[config.mk]
export PLATFORM = sky130hd
export DESIGN_NAME = mac_rx_deframer
export DESIGN_NICKNAME = d
export VERILOG_FILES = /design/src/rtl/mac_rx_deframer_pkg.sv /design/src/rtl/mac_rx_term_detect.sv /design/src/rtl/mac_rx_deframer.sv
export SDC_FILE = /design/constraint.sdc
export NUM_CORES = 1
export LEC_CHECK = 0
export ABC_AREA = 1
export ABC_CLOCK_PERIOD_IN_PS = 2850
export CAP_MARGIN = 15
export CORE_UTILIZATION = 49
export CTS_CLUSTER_DIAMETER = 150
export DETAILED_ROUTE_END_ITERATION = 10
export PLACE_DENSITY = 0.85
export SETUP_SLACK_MARGIN = 0.2
export SYNTH_ARGS = -nofsm -noshare
export SYNTH_HDL_FRONTEND = slang
export SYNTH_SLANG_ARGS = --single-unit
[constraint.sdc]
create_clock -name i_clk -period 2.85 [get_ports i_clk]
set_clock_uncertainty 0.1 [all_clocks]
set_input_delay 0.285 -clock i_clk [delete_from_list [all_inputs] [get_ports i_clk]]
set_output_delay 0.285 -clock i_clk [all_outputs]
set_load 0.1 [all_outputs]
[src/rtl/mac_rx_deframer_pkg.sv]
// Shared constants and types for the receive-side MAC deframer.
// Holds the XGMII character codes, the FSM state type and small lane helpers.
package mac_rx_deframer_pkg;

  localparam int unsigned N_CHANNELS = 4;
  localparam int unsigned W_BYTE     = 8;
  localparam int unsigned W_DATA     = N_CHANNELS * W_BYTE;
  localparam int unsigned W_RX_LEN   = 16;

  localparam logic [7:0] XGMII_START = 8'hFB;
  localparam logic [7:0] XGMII_TERM  = 8'hFD;
  localparam logic [7:0] XGMII_ERROR = 8'hFE;
  localparam logic [7:0] PREAMBLE    = 8'h55;
  localparam logic [7:0] SFD         = 8'hD5;

  typedef enum logic [1:0] {
    StIdle,
    StPre,
    StData,
    StDiscard
  } rx_state_e;

  typedef struct packed {
    logic [W_DATA-1:0]     data;
    logic [N_CHANNELS-1:0] keep;
    logic                  sof;
    logic                  eof;
    logic                  err;
    logic [W_RX_LEN-1:0]   len;
  } rx_word_t;

  // Byte counter add that sticks at all-ones instead of wrapping.
  function automatic logic [W_RX_LEN-1:0] len_add(logic [W_RX_LEN-1:0] cnt, logic [2:0] inc);
    logic [W_RX_LEN:0] sum;
    sum = {1'b0, cnt} + {{(W_RX_LEN - 2){1'b0}}, inc};
    return sum[W_RX_LEN] ? '1 : sum[W_RX_LEN-1:0];
  endfunction

  function automatic logic [N_CHANNELS-1:0] lanes_below(logic [2:0] k);
    logic [N_CHANNELS-1:0] mask;
    case (k)
      3'd0:    mask = 4'b0000;
      3'd1:    mask = 4'b0001;
      3'd2:    mask = 4'b0011;
      3'd3:    mask = 4'b0111;
      default: mask = 4'b1111;
    endcase
    return mask;
  endfunction

  function automatic logic [W_DATA-1:0] mask_data(logic [W_DATA-1:0] data,
                                                  logic [N_CHANNELS-1:0] keep);
    logic [W_DATA-1:0] res;
    for (int i = 0; i < int'(N_CHANNELS); i++) begin
      res[W_BYTE*i +: W_BYTE] = keep[i] ? data[W_BYTE*i +: W_BYTE] : '0;
    end
    return res;
  endfunction

endpackage

[src/rtl/mac_rx_term_detect.sv]
// Finds the first control lane of a lane word and classifies it as /T/,
// and flags any /E/ anywhere in the word.
module mac_rx_term_detect
  import mac_rx_deframer_pkg::*;
(
  input  logic [N_CHANNELS-1:0] i_ctrl,
  input  logic [W_DATA-1:0]     i_data,
  output logic [2:0]            o_first_lane,
  output logic                  o_is_t,
  output logic                  o_is_e
);

  // Walk from the top lane down so the lowest control lane wins; 4 means none.
  always_comb begin
    o_first_lane = 3'd4;
    o_is_t       = 1'b0;
    o_is_e       = 1'b0;
    for (int i = int'(N_CHANNELS) - 1; i >= 0; i--) begin
      if (i_ctrl[i]) begin
        o_first_lane = 3'(i);
        o_is_t       = (i_data[W_BYTE*i +: W_BYTE] == XGMII_TERM);
        if (i_data[W_BYTE*i +: W_BYTE] == XGMII_ERROR) begin
          o_is_e = 1'b1;
        end
      end
    end
  end

endmodule

[src/rtl/mac_rx_deframer.sv]
// Receive deframer: strips /S/, preamble and SFD from XGMII lane words and
// emits payload+FCS words with keep, SOF/EOF, error and length.
module mac_rx_deframer
  import mac_rx_deframer_pkg::*;
#(
  parameter int unsigned MAX_FRAME = 1522,
  parameter int unsigned MIN_FRAME = 64
) (
  input  logic                  i_clk,
  input  logic                  i_reset,
  input  logic                  i_clk_en,
  input  logic                  i_clr,
  input  logic [N_CHANNELS-1:0] i_ctrl,
  input  logic [W_DATA-1:0]     i_data,
  output logic                  o_valid,
  output logic [W_DATA-1:0]     o_data,
  output logic [N_CHANNELS-1:0] o_keep,
  output logic                  o_sof,
  output logic                  o_eof,
  output logic                  o_err,
  output logic [W_RX_LEN-1:0]   o_len
);

  rx_state_e           state_q, state_d;
  logic [W_RX_LEN-1:0] cnt_q, cnt_d;
  logic                sof_arm_q, sof_arm_d;
  logic                hold_vld_q, hold_vld_d;
  rx_word_t            hold_q, hold_d;
  logic                out_vld_q, out_vld_d;
  rx_word_t            out_q, out_d;

  logic [2:0]          first_lane;
  logic                is_t;
  logic                is_e;
  logic                start_ok;
  logic                pre_ok;
  logic [W_RX_LEN-1:0] cnt_sum;
  logic                term_bad;

  mac_rx_term_detect u_term_detect (
    .i_ctrl       (i_ctrl),
    .i_data       (i_data),
    .o_first_lane (first_lane),
    .o_is_t       (is_t),
    .o_is_e       (is_e)
  );

  assign start_ok = (i_ctrl == 4'b0001) && (i_data == {PREAMBLE, PREAMBLE, PREAMBLE, XGMII_START});
  assign pre_ok   = (i_ctrl == 4'b0000) && (i_data == {SFD, PREAMBLE, PREAMBLE, PREAMBLE});

  always_comb begin
    state_d    = state_q;
    cnt_d      = cnt_q;
    sof_arm_d  = sof_arm_q;
    hold_vld_d = hold_vld_q;
    hold_d     = hold_q;
    out_vld_d  = 1'b0;
    out_d      = '0;
    cnt_sum    = '0;
    term_bad   = 1'b0;

    // A held word already marked EOF has no successor to wait for.
    if (hold_vld_q && hold_q.eof) begin
      out_vld_d  = 1'b1;
      out_d      = hold_q;
      hold_vld_d = 1'b0;
    end

    unique case (state_q)
      StIdle: begin
        if (start_ok) begin
          state_d = StPre;
          cnt_d   = '0;
        end
      end
      StPre: begin
        if (pre_ok) begin
          state_d   = StData;
          sof_arm_d = 1'b1;
        end else begin
          state_d = StIdle;
        end
      end
      StData: begin
        if (i_ctrl == '0) begin
          cnt_sum   = len_add(cnt_q, 3'd4);
          cnt_d     = cnt_sum;
          sof_arm_d = 1'b0;
          if (hold_vld_q) begin
            out_vld_d = 1'b1;
            out_d     = hold_q;
          end
          hold_vld_d = 1'b1;
          hold_d     = '{data: i_data, keep: '1, sof: sof_arm_q, eof: 1'b0, err: 1'b0,
                         len: cnt_sum};
          if (32'(cnt_sum) > MAX_FRAME) begin
            hold_d.eof = 1'b1;
            hold_d.err = 1'b1;
            state_d    = StDiscard;
          end
        end else begin
          cnt_sum   = len_add(cnt_q, first_lane);
          cnt_d     = cnt_sum;
          term_bad  = !is_t || is_e || (32'(cnt_sum) < MIN_FRAME) ||
                      (32'(cnt_sum) > MAX_FRAME);
          sof_arm_d = 1'b0;
          state_d   = StIdle;
          if (first_lane == 3'd0) begin
            // Terminator in lane 0: EOF rides on the held word, or on an empty
            // word if the frame ended before any data arrived.
            out_vld_d  = 1'b1;
            out_d      = hold_vld_q ? hold_q : '0;
            if (!hold_vld_q) begin
              out_d.sof = sof_arm_q;
            end
            out_d.eof  = 1'b1;
            out_d.err  = term_bad;
            out_d.len  = cnt_sum;
            hold_vld_d = 1'b0;
          end else begin
            if (hold_vld_q) begin
              out_vld_d = 1'b1;
              out_d     = hold_q;
            end
            hold_vld_d = 1'b1;
            hold_d     = '{data: mask_data(i_data, lanes_below(first_lane)),
                           keep: lanes_below(first_lane), sof: sof_arm_q, eof: 1'b1,
                           err: term_bad, len: cnt_sum};
          end
        end
      end
      StDiscard: begin
        if (is_t || is_e) begin
          state_d = StIdle;
        end
      end
      default: state_d = StIdle;
    endcase
  end

  always_ff @(posedge i_clk) begin
    if (i_reset || i_clr) begin
      state_q    <= StIdle;
      cnt_q      <= '0;
      sof_arm_q  <= 1'b0;
      hold_vld_q <= 1'b0;
      hold_q     <= '0;
      out_vld_q  <= 1'b0;
      out_q      <= '0;
    end else if (i_clk_en) begin
      state_q    <= state_d;
      cnt_q      <= cnt_d;
      sof_arm_q  <= sof_arm_d;
      hold_vld_q <= hold_vld_d;
      hold_q     <= hold_d;
      out_vld_q  <= out_vld_d;
      out_q      <= out_d;
    end
  end

  assign o_valid = out_vld_q;
  assign o_data  = out_q.data;
  assign o_keep  = out_q.keep;
  assign o_sof   = out_q.sof;
  assign o_eof   = out_q.eof;
  assign o_err   = out_q.err;
  assign o_len   = out_q.len;

endmodule

==> impl_results.md, run 1 <==
* Detail Route Antenna Nets at 0
* Fill count at 1,112
* Post-synth top flop: dfxtp_1
* Die area at approximately 14,000 µm²
* Endpoints failing setup at 0
* Worst endpoint required time at 3.12 ns
* Crit path max fanout at 10
* Worst slew margin at 62.6%
* Final slew viol count at 0
* Initial antenna violation count at 0
* Adder-cell share of the synthesized area at 0.775%
* GR peak layer: met2
* Worst reg-to-reg setup slack at ~0.31 ns
* Clk buf depth at 2
* WS Path Type: reg2reg
* Initial Util at between 50% and 60%
* Synth Instances at 967
* CP dominant cell by count: nand2_1
* DRT Pass-1 Iters at 6
* Total GRT Usage at 31.1%
* M2 GR Usage at 49.7%
* Total clock sinks at 131
* I/O pin cnt at 96
* Fraction of layout cells with a size suffix above 1 at 19.4%
* Complex-gate fraction of the synthesized area at 17.6%
* GRT overflow at 0
* Worst VDD drop at 380 µV
* CTS tree: done
* Clock period minus worst slack at 2.54 ns
* Cells along the critical path: ha_1 -> nand2_1 -> nor2_4 -> inv_2 -> nor2_2 -> inv_2 -> o21ai_2 -> nand4_1 -> o21ai_2 -> nand2_1 -> a21oi_1 -> nand2_1 -> a21oi_2
* FF-to-FF path depth at 13
* Worst-path clk slew at 0.06 ns
* Share of Yosys cell area claimed by the top area cell type at between 40% and 50%
* H-tree levels at 4
* Delay-heaviest family, CP: simple AND/OR/NAND/NOR gates
* Min-Delay Endpoint: hold_q[21]
* First-pass GRT wire length at 32,100 µm
* Hold depth at 5
* Hold Buf Count CTS at 0
* Buf/Inv on CP at 2
* Via count at around 7,000
* Status: finished clean
* Leading area contributor after synthesis: dfxtp_1
* Count leader, synth: nand2_1
* Launch point of the critical path: cnt_q[2]
* GRT met1 Usage at 41.2%
* Tightest Hold Check Type: in2reg
* Synth unique cells at 44
* Core area at between 10,000 and 15,000 µm²
* Setup WS post-layout at 0.305 ns
* Reg power frac at ~43%
* Register area at 2630 µm²
* GR Layer Usage met3 at between 7 and 8%
* Seq cells post-synth at 131
* Number of flops mapped to enable cells by yosys at 0
* Synth area leaders: dfxtp_1, nand2_1, a21oi_1
* Worst skew pair latency at approximately 0.43 ns
* Final setup TNS at 0 ns
* CP endpoint kind: flop
* Capturing point of the worst reg2reg path: hold_q[16]
* Area Overhead vs Synth at 31.4%
* Mapped Area at 6460 µm²
* Largest family of logic cells by synthesized area: simple AND/OR/NAND/NOR gates
* P_int at 0.00326 W
* Arrival @ worst endpoint at between 2 and 3 ns
* Row count at 41
* Die width at 117 µm
* Combinational share of power at 6.7%
* Multi-input logic area at approximately 3400 µm²
* Iter 0 DRT Violations at 935
* Worst stage delay on the critical path at 0.41 ns
* RSZ-0062 raised after global routing: yes
* GP Congestion at between 0.9 and 1
* F_max at 393 MHz
* Dpl hpwl at 14,600 µm
* Clock buffer count from CTS at 17
* Pwr dens at 511 nW/µm²
* Pin count of the biggest net entering global routing at 86
* Slowest library cell on the worst path: dfxtp_2
* Number of port buffers at 95
* # diodes at 0
* Ys Warns at 0
* CTS root buf: clkbuf_16
* Hold Vio Cnt, Final at 0
* Final wirelength at 20,800 µm
* Sequential share of the synthesized area at 40.6%
* Syn avg cell area at 6.68 µm²
* Clock power frac at 50.8%
* Hold Path Origin: i_ctrl[2]
* DR DRC count at 0
* Async S/R FF share, synth at 0%
* Net switching power at 0.00108 W
* XOR/XNOR Fraction of Synth Area at 0.542%
* Slew @ Worst Pin at 0.561 ns
* Sw Ratio at 24.8%
* Setup WS pre-CTS at -0.271 ns
* Max-cap check violation count at 0
* Vias in the first global route at 6,339
* Mapped Nets at 1,011
* Mux share of post-synthesis cell area at 0%
* Die Y at 117 µm
* Average vias per placed instance at 5.51
* Routed len/inst at 16.1 µm
* Layout Nets at 1,149
* CP startpoint kind: flop
* Final period util at around 90%
* Commonest cells post-synth: nand2_1, dfxtp_1, a21oi_1
* Synth Area in Simple Gates at 32.1%
* P_leak at 3.52 nW
* R2r startpoint: cnt_q[2]
[how the worst max path moves through the flow]
stage / endpoint / slack (ns) / depth (start not counted)
3_3_place_gp: cnt_q[0] / -0.23 / 17
4_1_cts: cnt_q[3] / 0.20 / 19
6_report: hold_q[16] / 0.31 / 13
5_1_grt: state_q[1] / 0.18 / 14
3_5_place_dp: cnt_q[10] / -0.27 / 18
2_1_floorplan: hold_q[16] / 0.27 / 22
[area by class of cell]
class                           count  area share [%]
Multi-Input combinational cell    699            39.6
Sequential cell                   131            30.9
Timing Repair Buffer              161            15.8
Clock buffer                       18            5.17
Inverter                           95            4.20
Tap cell                          172            2.53
Clock inverter                     14            1.81
[power groups by stage]
stage	combinational (W)	clock (W)	sequential, W
floorplan	0.0000898	0	0.00194
global placement	0.000283	0	0.00188
detailed placement	0.000285	0	0.00188
CTS	0.000286	0.00221	0.00184
global route	0.000307	0.00230	0.00184
finish	0.000291	0.00221	0.00184
[per-layer routing]
layer  share of wire (%)  vias to the layer above
met1                  42                     3254
met4                 1.8                        0
met5                   0                        -
met2                  47                      364
met3                 9.1                       43
li1                    -                     3453
[flip-flops by register name (all words and copies together) (netlist names)]
name	flops
hold_q	55
o_data	32
cnt_q	16
o_len	16
o_keep	4
state_q	2
hold_vld_q	1
o_eof	1
o_err	1
o_sof	1
o_valid	1
sof_arm_q	1
[cell usage in the layout (no fill, tap or decap), types with 7 or more instances in the layout]
cell type | synthesis | routed
a21oi_1 | 119 | 119
clkbuf_16 | 0 | 17
dfxtp_1 | 131 | 129
nand4_1 | 15 | 15
o22ai_1 | 7 | 7
nand2_1 | 275 | 270
buf_4 | 1 | 120
inv_2 | 13 | 16
a31oi_1 | 8 | 8
clkdlybuf4s50_1 | 0 | 35
nand3_2 | 6 | 8
nor2_1 | 80 | 78
nor3_1 | 8 | 8
inv_1 | 80 | 77
nand2_2 | 5 | 9
o21ai_0 | 68 | 66
nand3_1 | 50 | 49
nor2_2 | 10 | 11
[what timing repair did]
item,4_1_cts,5_1_grt
cloned,0,1
endpoints found under the setup margin,9,47
pin swaps,0,5
resized for setup,3,20
hold endpoints to repair,0,0
buffers inserted,0,3
[stage by stage]
stage               instance area, µm²  instances  util (%)  power [W]  hold WS (ns)
floorplan                         6460        967         -    0.00203         0.320
global placement                  7810       1254      61.4    0.00217         0.344
detailed placement                7810       1254      61.4    0.00217         0.351
CTS                               8400       1286      66.0    0.00434         0.356
global route                      8490       1290      66.7    0.00445         0.296
finish                            8490       1290      66.7    0.00434         0.259
[worst register-to-register path, delay by kind of cell, from the launching register on]
family / cells / cell delay (ns)
and+or+nand+nor: 6 / 0.86
DFF: 1 / 0.41
buffers and inverters: 2 / 0.21
AOI/OAI and AO/OA: 4 / 0.69
adders and majority gates: 1 / 0.20
[kinds of logic after synthesis]
kind of cell    count (synthesis)
flops                         131
buf+inv                       138
xor+xnor                        4
simple gates                  475
fa+ha+maj                       4
compound gates                215
Note: power is estimated with default switching activity, not from simulation.
==> run 2, diff against run 1 <==
--- a/config.mk
+++ b/config.mk
@@ -8,10 +8,10 @@
 export ABC_AREA = 1
 export ABC_CLOCK_PERIOD_IN_PS = 2850
 export CAP_MARGIN = 15
-export CORE_UTILIZATION = 49
+export CORE_UTILIZATION = 45
 export CTS_CLUSTER_DIAMETER = 150
 export DETAILED_ROUTE_END_ITERATION = 10
-export PLACE_DENSITY = 0.85
+export PLACE_DENSITY = 0.8
 export SETUP_SLACK_MARGIN = 0.2
 export SYNTH_ARGS = -nofsm -noshare
 export SYNTH_HDL_FRONTEND = slang
==> impl_results.md, run 2 (synthesized netlist as in run 1, its figures left out) <==
* Status: finished clean (unchanged)
* Clock power frac at 51.4% (was 50.8%)
* WS Path Type: reg2reg (unchanged)
* Average vias per placed instance at 5.43 (was 5.51)
* Final period util at 87.4% (was 89.3%)
* Iter 0 DRT Violations at 757 (was 935)
* CTS root buf: clkbuf_16 (unchanged)
* CP dominant cell by count: nand2_1 (unchanged)
* Tightest Hold Check Type: in2reg (unchanged)
* Detail Route Antenna Nets at 0 (unchanged)
* Pin count of the biggest net entering global routing at 48 (was 86)
* Worst endpoint required time at 3.07 ns (was 3.12 ns)
* Clock period minus worst slack at 2.49 ns (was 2.54 ns)
* P_int at 0.00333 W (was 0.00326 W)
* Vias in the first global route at 6,176 (was 6,339)
* Worst-path clk slew at 0.06 ns (about the same)
* First-pass GRT wire length at 31,300 µm (was 32,100 µm)
* Arrival @ worst endpoint at 2.71 ns (was 2.82 ns)
* Initial antenna violation count at 0 (unchanged)
* Core area at 13,900 µm² (was 12,700 µm²)
* Capturing point of the worst reg2reg path: state_q[1] (was hold_q[16])
* Worst slew margin at 62.9% (was 62.6%)
* Number of port buffers at 95 (unchanged)
* Die width at 122 µm (was 117 µm)
* Launch point of the critical path: cnt_q[11] (was cnt_q[2])
* Total clock sinks at 131 (unchanged)
* GRT overflow at 0 (unchanged)
* Dpl cell area at 7820 µm² (was 7810 µm²)
* Critical Path Stages at 13 (unchanged)
* Setup WS pre-CTS at -0.312 ns (was -0.271 ns)
* # diodes at 0 (unchanged)
* Dpl hpwl at 14,200 µm (was 14,600 µm)
* Area Overhead vs Synth at 32.6% (was 31.4%)
* Crit path max fanout at 7 (was 10)
* Row count at 43 (was 41)
* CP startpoint kind: flop (unchanged)
* Placed Cells at 1,262 (was 1,254)
* Worst skew pair latency at 0.43 ns (about the same)
* DRT Pass-1 Iters at 5 (was 6)
* Clk buf depth at 2 (unchanged)
* Final slew viol count at 0 (unchanged)
* Layout Nets at 1,155 (was 1,149)
* Hold Vio Cnt, Final at 0 (unchanged)
* Endpoints failing setup at 0 (unchanged)
* CTS tree: done (unchanged)
* Buf/Inv on CP at 3 (was 2)
* Worst VDD drop at 432 µV (was 380 µV)
* H-tree levels at 4 (unchanged)
* GP Congestion at 0.920 (was 0.971)
* Total GRT Usage at 27.3% (was 31.1%)
* Final instance area at 8570 µm² (was 8490 µm²)
* Via count at 7,077 (was 7,114)
* Worst reg-to-reg setup slack at 0.36 ns (was 0.31 ns)
* Largest register FFs at 55 (unchanged)
* FF-to-FF path depth at 13 (unchanged)
* Min-Delay Endpoint: hold_q[21] (unchanged)
* Net switching power at 0.00107 W (was 0.00108 W)
* Commonest cells after routing, fill and taps aside: nand2_1, dfxtp_1, buf_4, a21oi_1 (was nand2_1, dfxtp_1, buf_4, a21oi_1, nor2_1)
* Max-cap check violation count at 0 (unchanged)
* Reg power frac at 41.9% (was 42.5%)
* Initial Util at 46.4% (was 50.8%)
* Routed len/inst at 15.4 µm (was 16.1 µm)
* Slowest library cell on the worst path: dfxtp_1 (was dfxtp_2)
* Clock buffer count from CTS at 17 (unchanged)
* F_max at 402 MHz (was 393 MHz)
* DR DRC count at 0 (unchanged)
* Combinational share of power at 6.6% (was 6.7%)
* I/O pin cnt at 96 (unchanged)
* Slew @ Worst Pin at 0.555 ns (was 0.561 ns)
* CP endpoint kind: flop (unchanged)
* Die area at 14,800 µm² (was 13,600 µm²)
* Setup WS post-layout at 0.360 ns (was 0.305 ns)
* Cells along the critical path: nand2_1 -> inv_1 -> nand3_1 -> inv_1 -> nor2_1 -> a21oi_1 -> nand2_1 -> o21ai_1 -> nand2_1 -> nand3_1 -> nand2_1 -> o21ai_0 -> inv_1 (was ha_1 -> nand2_1 -> nor2_4 -> inv_2 -> nor2_2 -> inv_2 -> o21ai_2 -> nand4_1 -> o21ai_2 -> nand2_1 -> a21oi_1 -> nand2_1 -> a21oi_2)
* Fill count at 1,242 (was 1,112)
* Non-filler cells, final at 1,304 (was 1,290)
* Fraction of layout cells with a size suffix above 1 at 19.4% (about the same)
* Top reg by flops: hold_q (unchanged)
* Hold Path Origin: i_ctrl[2] (unchanged)
* Pwr dens at 513 nW/µm² (was 511 nW/µm²)
* Delay-heaviest family, CP: simple AND/OR/NAND/NOR gates (unchanged)
* Sw Ratio at 24.2% (was 24.8%)
* Worst stage delay on the critical path at 0.49 ns (was 0.41 ns)
* RSZ-0062 raised after global routing: no (was yes)
* Die Y at 122 µm (was 117 µm)
* R2r startpoint: cnt_q[11] (was cnt_q[2])
* Final wirelength at 20,100 µm (was 20,800 µm)
* P_leak at 3.56 nW (was 3.52 nW)
* Most common cell after layout, fill and taps aside: nand2_1 (unchanged)
* Hold depth at 5 (unchanged)
-- run 2: changes by cell type in the layout (fill, tap and decap cells not counted), sizes merged --
cell      previous run  this run
bufinv               2         3
nand3               58        59
buf                122       127
clkinvlp             3         1
inv                 97        96
clkbuf              18        17
clkinv               7        10
-- run 2: final cells by class --
cell class	instances	area [µm²]	area share [%]
sequential	131	2620	30.6
inverter	95	359	4.19
tap	180	225	2.63
clock buffer	17	425	4.96
multi-input combinational	700	3370	39.4
clock inverter	15	181	2.12
timing repair buffer	166	1380	16.1
-- run 2: how the worst max path moves through the flow --
stage	endpoint	slack (ns)
4_1_cts	cnt_q[5]	0.22
3_5_place_dp	hold_q[16]	-0.31
6_report	state_q[1]	0.36
2_1_floorplan	hold_q[16]	0.27
5_1_grt	state_q[1]	0.21
3_3_place_gp	hold_q[16]	-0.26
-- run 2: power by group through the flow --
stage / Combinational, W / Sequential [W] / Clock (W)
2_1_floorplan: 0.0000898 / 0.00194 / 0
3_3_place_gp: 0.000286 / 0.00188 / 0
3_5_place_dp: 0.000286 / 0.00188 / 0
4_1_cts: 0.000287 / 0.00184 / 0.00227
5_1_grt: 0.000309 / 0.00184 / 0.00235
6_report: 0.000292 / 0.00184 / 0.00226
-- run 2: through the flow --
stage          power [W]  utilization [%]  hold WS [ns]  TNS, ns
6_report         0.00439             61.5         0.279        0
5_1_grt          0.00450             61.5         0.311        0
4_1_cts          0.00440             60.5         0.357        0
3_5_place_dp     0.00217             56.1         0.351    -5.79
3_3_place_gp     0.00217             56.1         0.344    -3.21
2_1_floorplan    0.00203                -         0.320        0
-- run 2: worst min-delay path, delay by kind of cell --
family                 cells  cell delay [ns]
and+or+nand+nor            1             0.07
buffers and inverters      3             0.34
AOI/OAI and AO/OA          1             0.06
-- run 2: what timing repair did --
item | in CTS | in global routing
buffers inserted | 0 | 8
hold buffers | 0 | 0
cloned | 0 | 2
setup endpoints to repair | 7 | 36
endpoints found under the hold margin | 0 | 0
pin swaps | 0 | 5
resized for setup | 2 | 18
-- run 2: metal layers --
metal / up-vias / wire length, µm / track usage, % / share of wire (%)
met2: 341 / 8980 / 41.8 / 45
met1: 3221 / 9140 / 37.7 / 45
li1: 3469 / - / - / -
met5: - / 0 / 0 / 0
met4: 0 / 531 / 9.26 / 2.6
met3: 46 / 1480 / 5.81 / 7.4
==> run 3, diff against run 2 <==
--- a/config.mk
+++ b/config.mk
@@ -6,12 +6,13 @@
 export NUM_CORES = 1
 export LEC_CHECK = 0
 export ABC_AREA = 1
-export ABC_CLOCK_PERIOD_IN_PS = 2850
+export ABC_CLOCK_PERIOD_IN_PS = 3150
 export CAP_MARGIN = 15
 export CORE_UTILIZATION = 45
+export CTS_BUF_LIST = sky130_fd_sc_hd__clkbuf_8
 export CTS_CLUSTER_DIAMETER = 150
 export DETAILED_ROUTE_END_ITERATION = 10
-export PLACE_DENSITY = 0.8
+export PLACE_DENSITY = 0.77
 export SETUP_SLACK_MARGIN = 0.2
 export SYNTH_ARGS = -nofsm -noshare
 export SYNTH_HDL_FRONTEND = slang
==> constraint.sdc (replaced) <==
create_clock -name i_clk -period 3.15 [get_ports i_clk]
set_clock_uncertainty 0.1 [all_clocks]
set_input_delay 0.315 -clock i_clk [delete_from_list [all_inputs] [get_ports i_clk]]
set_output_delay 0.315 -clock i_clk [all_outputs]
set_load 0.1 [all_outputs]
==> impl_results.md, run 3 (synthesized netlist as in run 1, its figures left out) <==
* Status: finished clean (unchanged)
* Worst slew margin at 33.0% (was 62.9%)
* Placed Cells at 1,245 (was 1,262)
* DRT Pass-1 Iters at 5 (unchanged)
* Iter 0 DRT Violations at 690 (was 757)
* Fraction of layout cells with a size suffix above 1 at 12.9% (was 19.4%)
* Endpoints failing setup at 0 (unchanged)
* H-tree levels at 4 (unchanged)
* Final period util at 89.0%
* Clock period minus worst slack at around 2.8 ns
* Initial Util at 46.4% (unchanged)
* RSZ-0062 raised after global routing: no (unchanged)
* Core area at 13,900 µm² (unchanged)
* M1 WL at 9470 µm (was 9140 µm)
* Hold slack at 0.357 ns (was 0.279 ns)
* Final slew viol count at 0 (unchanged)
* GRT overflow at 0 (unchanged)
* CP endpoint kind: flop (unchanged)
* First-pass GRT wire length at 30,800 µm (was 31,300 µm)
* Top reg by flops: hold_q (unchanged)
* Highest Signal Layer: met4 (unchanged)
* Pwr dens at 419 nW/µm² (was 513 nW/µm²)
* Total clock sinks at 131 (unchanged)
* Fill count at 1,322 (was 1,242)
* Most common cell after layout, fill and taps aside: nand2_1 (unchanged)
* Arrival @ worst endpoint at 3.02 ns (was 2.71 ns)
* DR DRC count at 0 (unchanged)
* Total GRT Usage at 27.4% (was 27.3%)
* Worst-path clk slew at 0.08 ns (was 0.06 ns)
* Hold Vio Cnt, Final at 0 (unchanged)
* Dpl hpwl at 14,500 µm (was 14,200 µm)
* Multi-input logic area at 3310 µm² (was 3370 µm²)
* Metal3 WL at 1210 µm (was 1480 µm)
* Die Y at 122 µm (unchanged)
* Pin count of the biggest net entering global routing at 57 (was 48)
* Final wirelength at 19,700 µm (was 20,100 µm)
* F_max at around 360 MHz
* Area Overhead vs Synth at 26.7% (was 32.6%)
* Die area at 14,800 µm² (unchanged)
* Commonest cells after routing, fill and taps aside: nand2_1, dfxtp_1, a21oi_1, inv_1 (was nand2_1, dfxtp_1, buf_4, a21oi_1)
* I/O pin cnt at 96 (unchanged)
* Initial antenna violation count at 0 (unchanged)
* CTS tree: done (unchanged)
* Vias in the first global route at 5,862 (was 6,176)
* Worst endpoint required time at 3.37 ns (was 3.07 ns)
* Routed len/inst at 15.4 µm (about the same)
* Register area at 2620 µm² (about the same)
* Average vias per placed instance at 5.25 (was 5.43)
* # diodes at 0 (unchanged)
* Slew @ Worst Pin at 1.00 ns (was 0.555 ns)
* WS Path Type: in2reg (was reg2reg)
* Crit path max fanout at 16 (was 7)
* Clock buffer count from CTS at 17 (unchanged)
* Non-filler cells, final at 1,277 (was 1,304)
* Tightest Hold Check Type: reg2reg (was in2reg)
* Row count at 43 (unchanged)
* GP Congestion at 0.959 (was 0.920)
* Worst skew pair latency at 0.45 ns (was 0.43 ns)
* CTS root buf: clkbuf_8 (was clkbuf_16)
* Number of port buffers at 95 (unchanged)
* Worst reg-to-reg setup slack at 0.53 ns (was 0.36 ns)
* Max-cap check violation count at 0 (unchanged)
* Layout Nets at 1,128 (was 1,155)
* CP startpoint kind: primary input (was flop)
* Final Util at 58.7% (was 61.5%)
* Detail Route Antenna Nets at 0 (unchanged)
* Via count at 6,706 (was 7,077)
* P_leak at 3.23 nW (was 3.56 nW)
* Met2 routed WL at 8430 µm (was 8980 µm)
* Worst VDD drop at 236 µV (was 432 µV)
* Die width at 122 µm (unchanged)
* Largest register FFs at 55 (unchanged)
* Clk buf depth at 2 (unchanged)
[run 3: cell types whose count changed in the layout (fill, tap and decap cells not counted), moves of 17 or more]
| cell | delta |
|---|---|
| clkbuf_16 | -17 |
| buf_4 | -61 |
| clkbuf_8 | +19 |
| clkdlybuf4s50_1 | +43 |
[run 3: path summary, 6_finish.rpt]
check	startpoint	endpoint	cells after the start
setup / recovery	i_ctrl[0]	hold_q[16]	18
hold / removal	hold_q[32]	o_data[9]	2
setup reg to reg	cnt_q[2]	state_q[1]	14
hold reg to reg	hold_q[32]	o_data[9]	2
[run 3: layout make-up]
class	count	share of cell area, %
timing repair buffer	141	15.3
clock buffer	19	3.20
sequential	131	32.0
clock inverter	13	1.93
tap	180	2.75
multi-input combinational	698	40.4
inverter	95	4.36
[run 3: metrics by stage]
stage / worst slack [ns] / power, W / TNS (ns) / area [µm²]
detailed placement: -0.0780 / 0.00195 / -0.159 / 7760
global route: 0.205 / 0.00355 / 0 / 8180
floorplan: 0.431 / 0.00183 / 0 / 6460
CTS: 0.395 / 0.00345 / 0 / 8180
global placement: -0.0322 / 0.00195 / -0.0453 / 7760
finish: 0.345 / 0.00343 / 0 / 8180
[run 3: repair_timing]
action / in CTS / in global routing
hold buffers: 0 / 0
gates resized for setup: 0 / 2
setup endpoints to repair: 0 / 2
endpoints found under the hold margin: 0 / 0
buffers inserted: 0 / 0
[run 3: metal layers]
metal  GRT usage, %  up-vias
met5              0        -
met4           11.2        0
met3           5.06       39
met2           39.9      266
met1           39.3     3002
li1               -     3399
[run 3: critical path: stages]
cell and delay [ns]:
clkdlybuf4s50_1 0.62, inv_1 0.14, nand2_1 0.10, nand2_1 0.06, ha_1 0.20, ha_1 0.19
inv_1 0.08, nand2_2 0.09, nand2_2 0.10, nand2_4 0.07, nand3_4 0.18, nand3_1 0.25
nor2_2 0.20, nand3_1 0.11, nor2_2 0.11, nand3_2 0.09, nand2_1 0.08, a21oi_2 0.05
[run 3: power by group]
| part | switching [W] | internal (W) |
|---|---|---|
| combinational | 0.000162 | 0.0000897 |
| clock | 0.000689 | 0.000823 |
| sequential | 0.00000378 | 0.00166 |
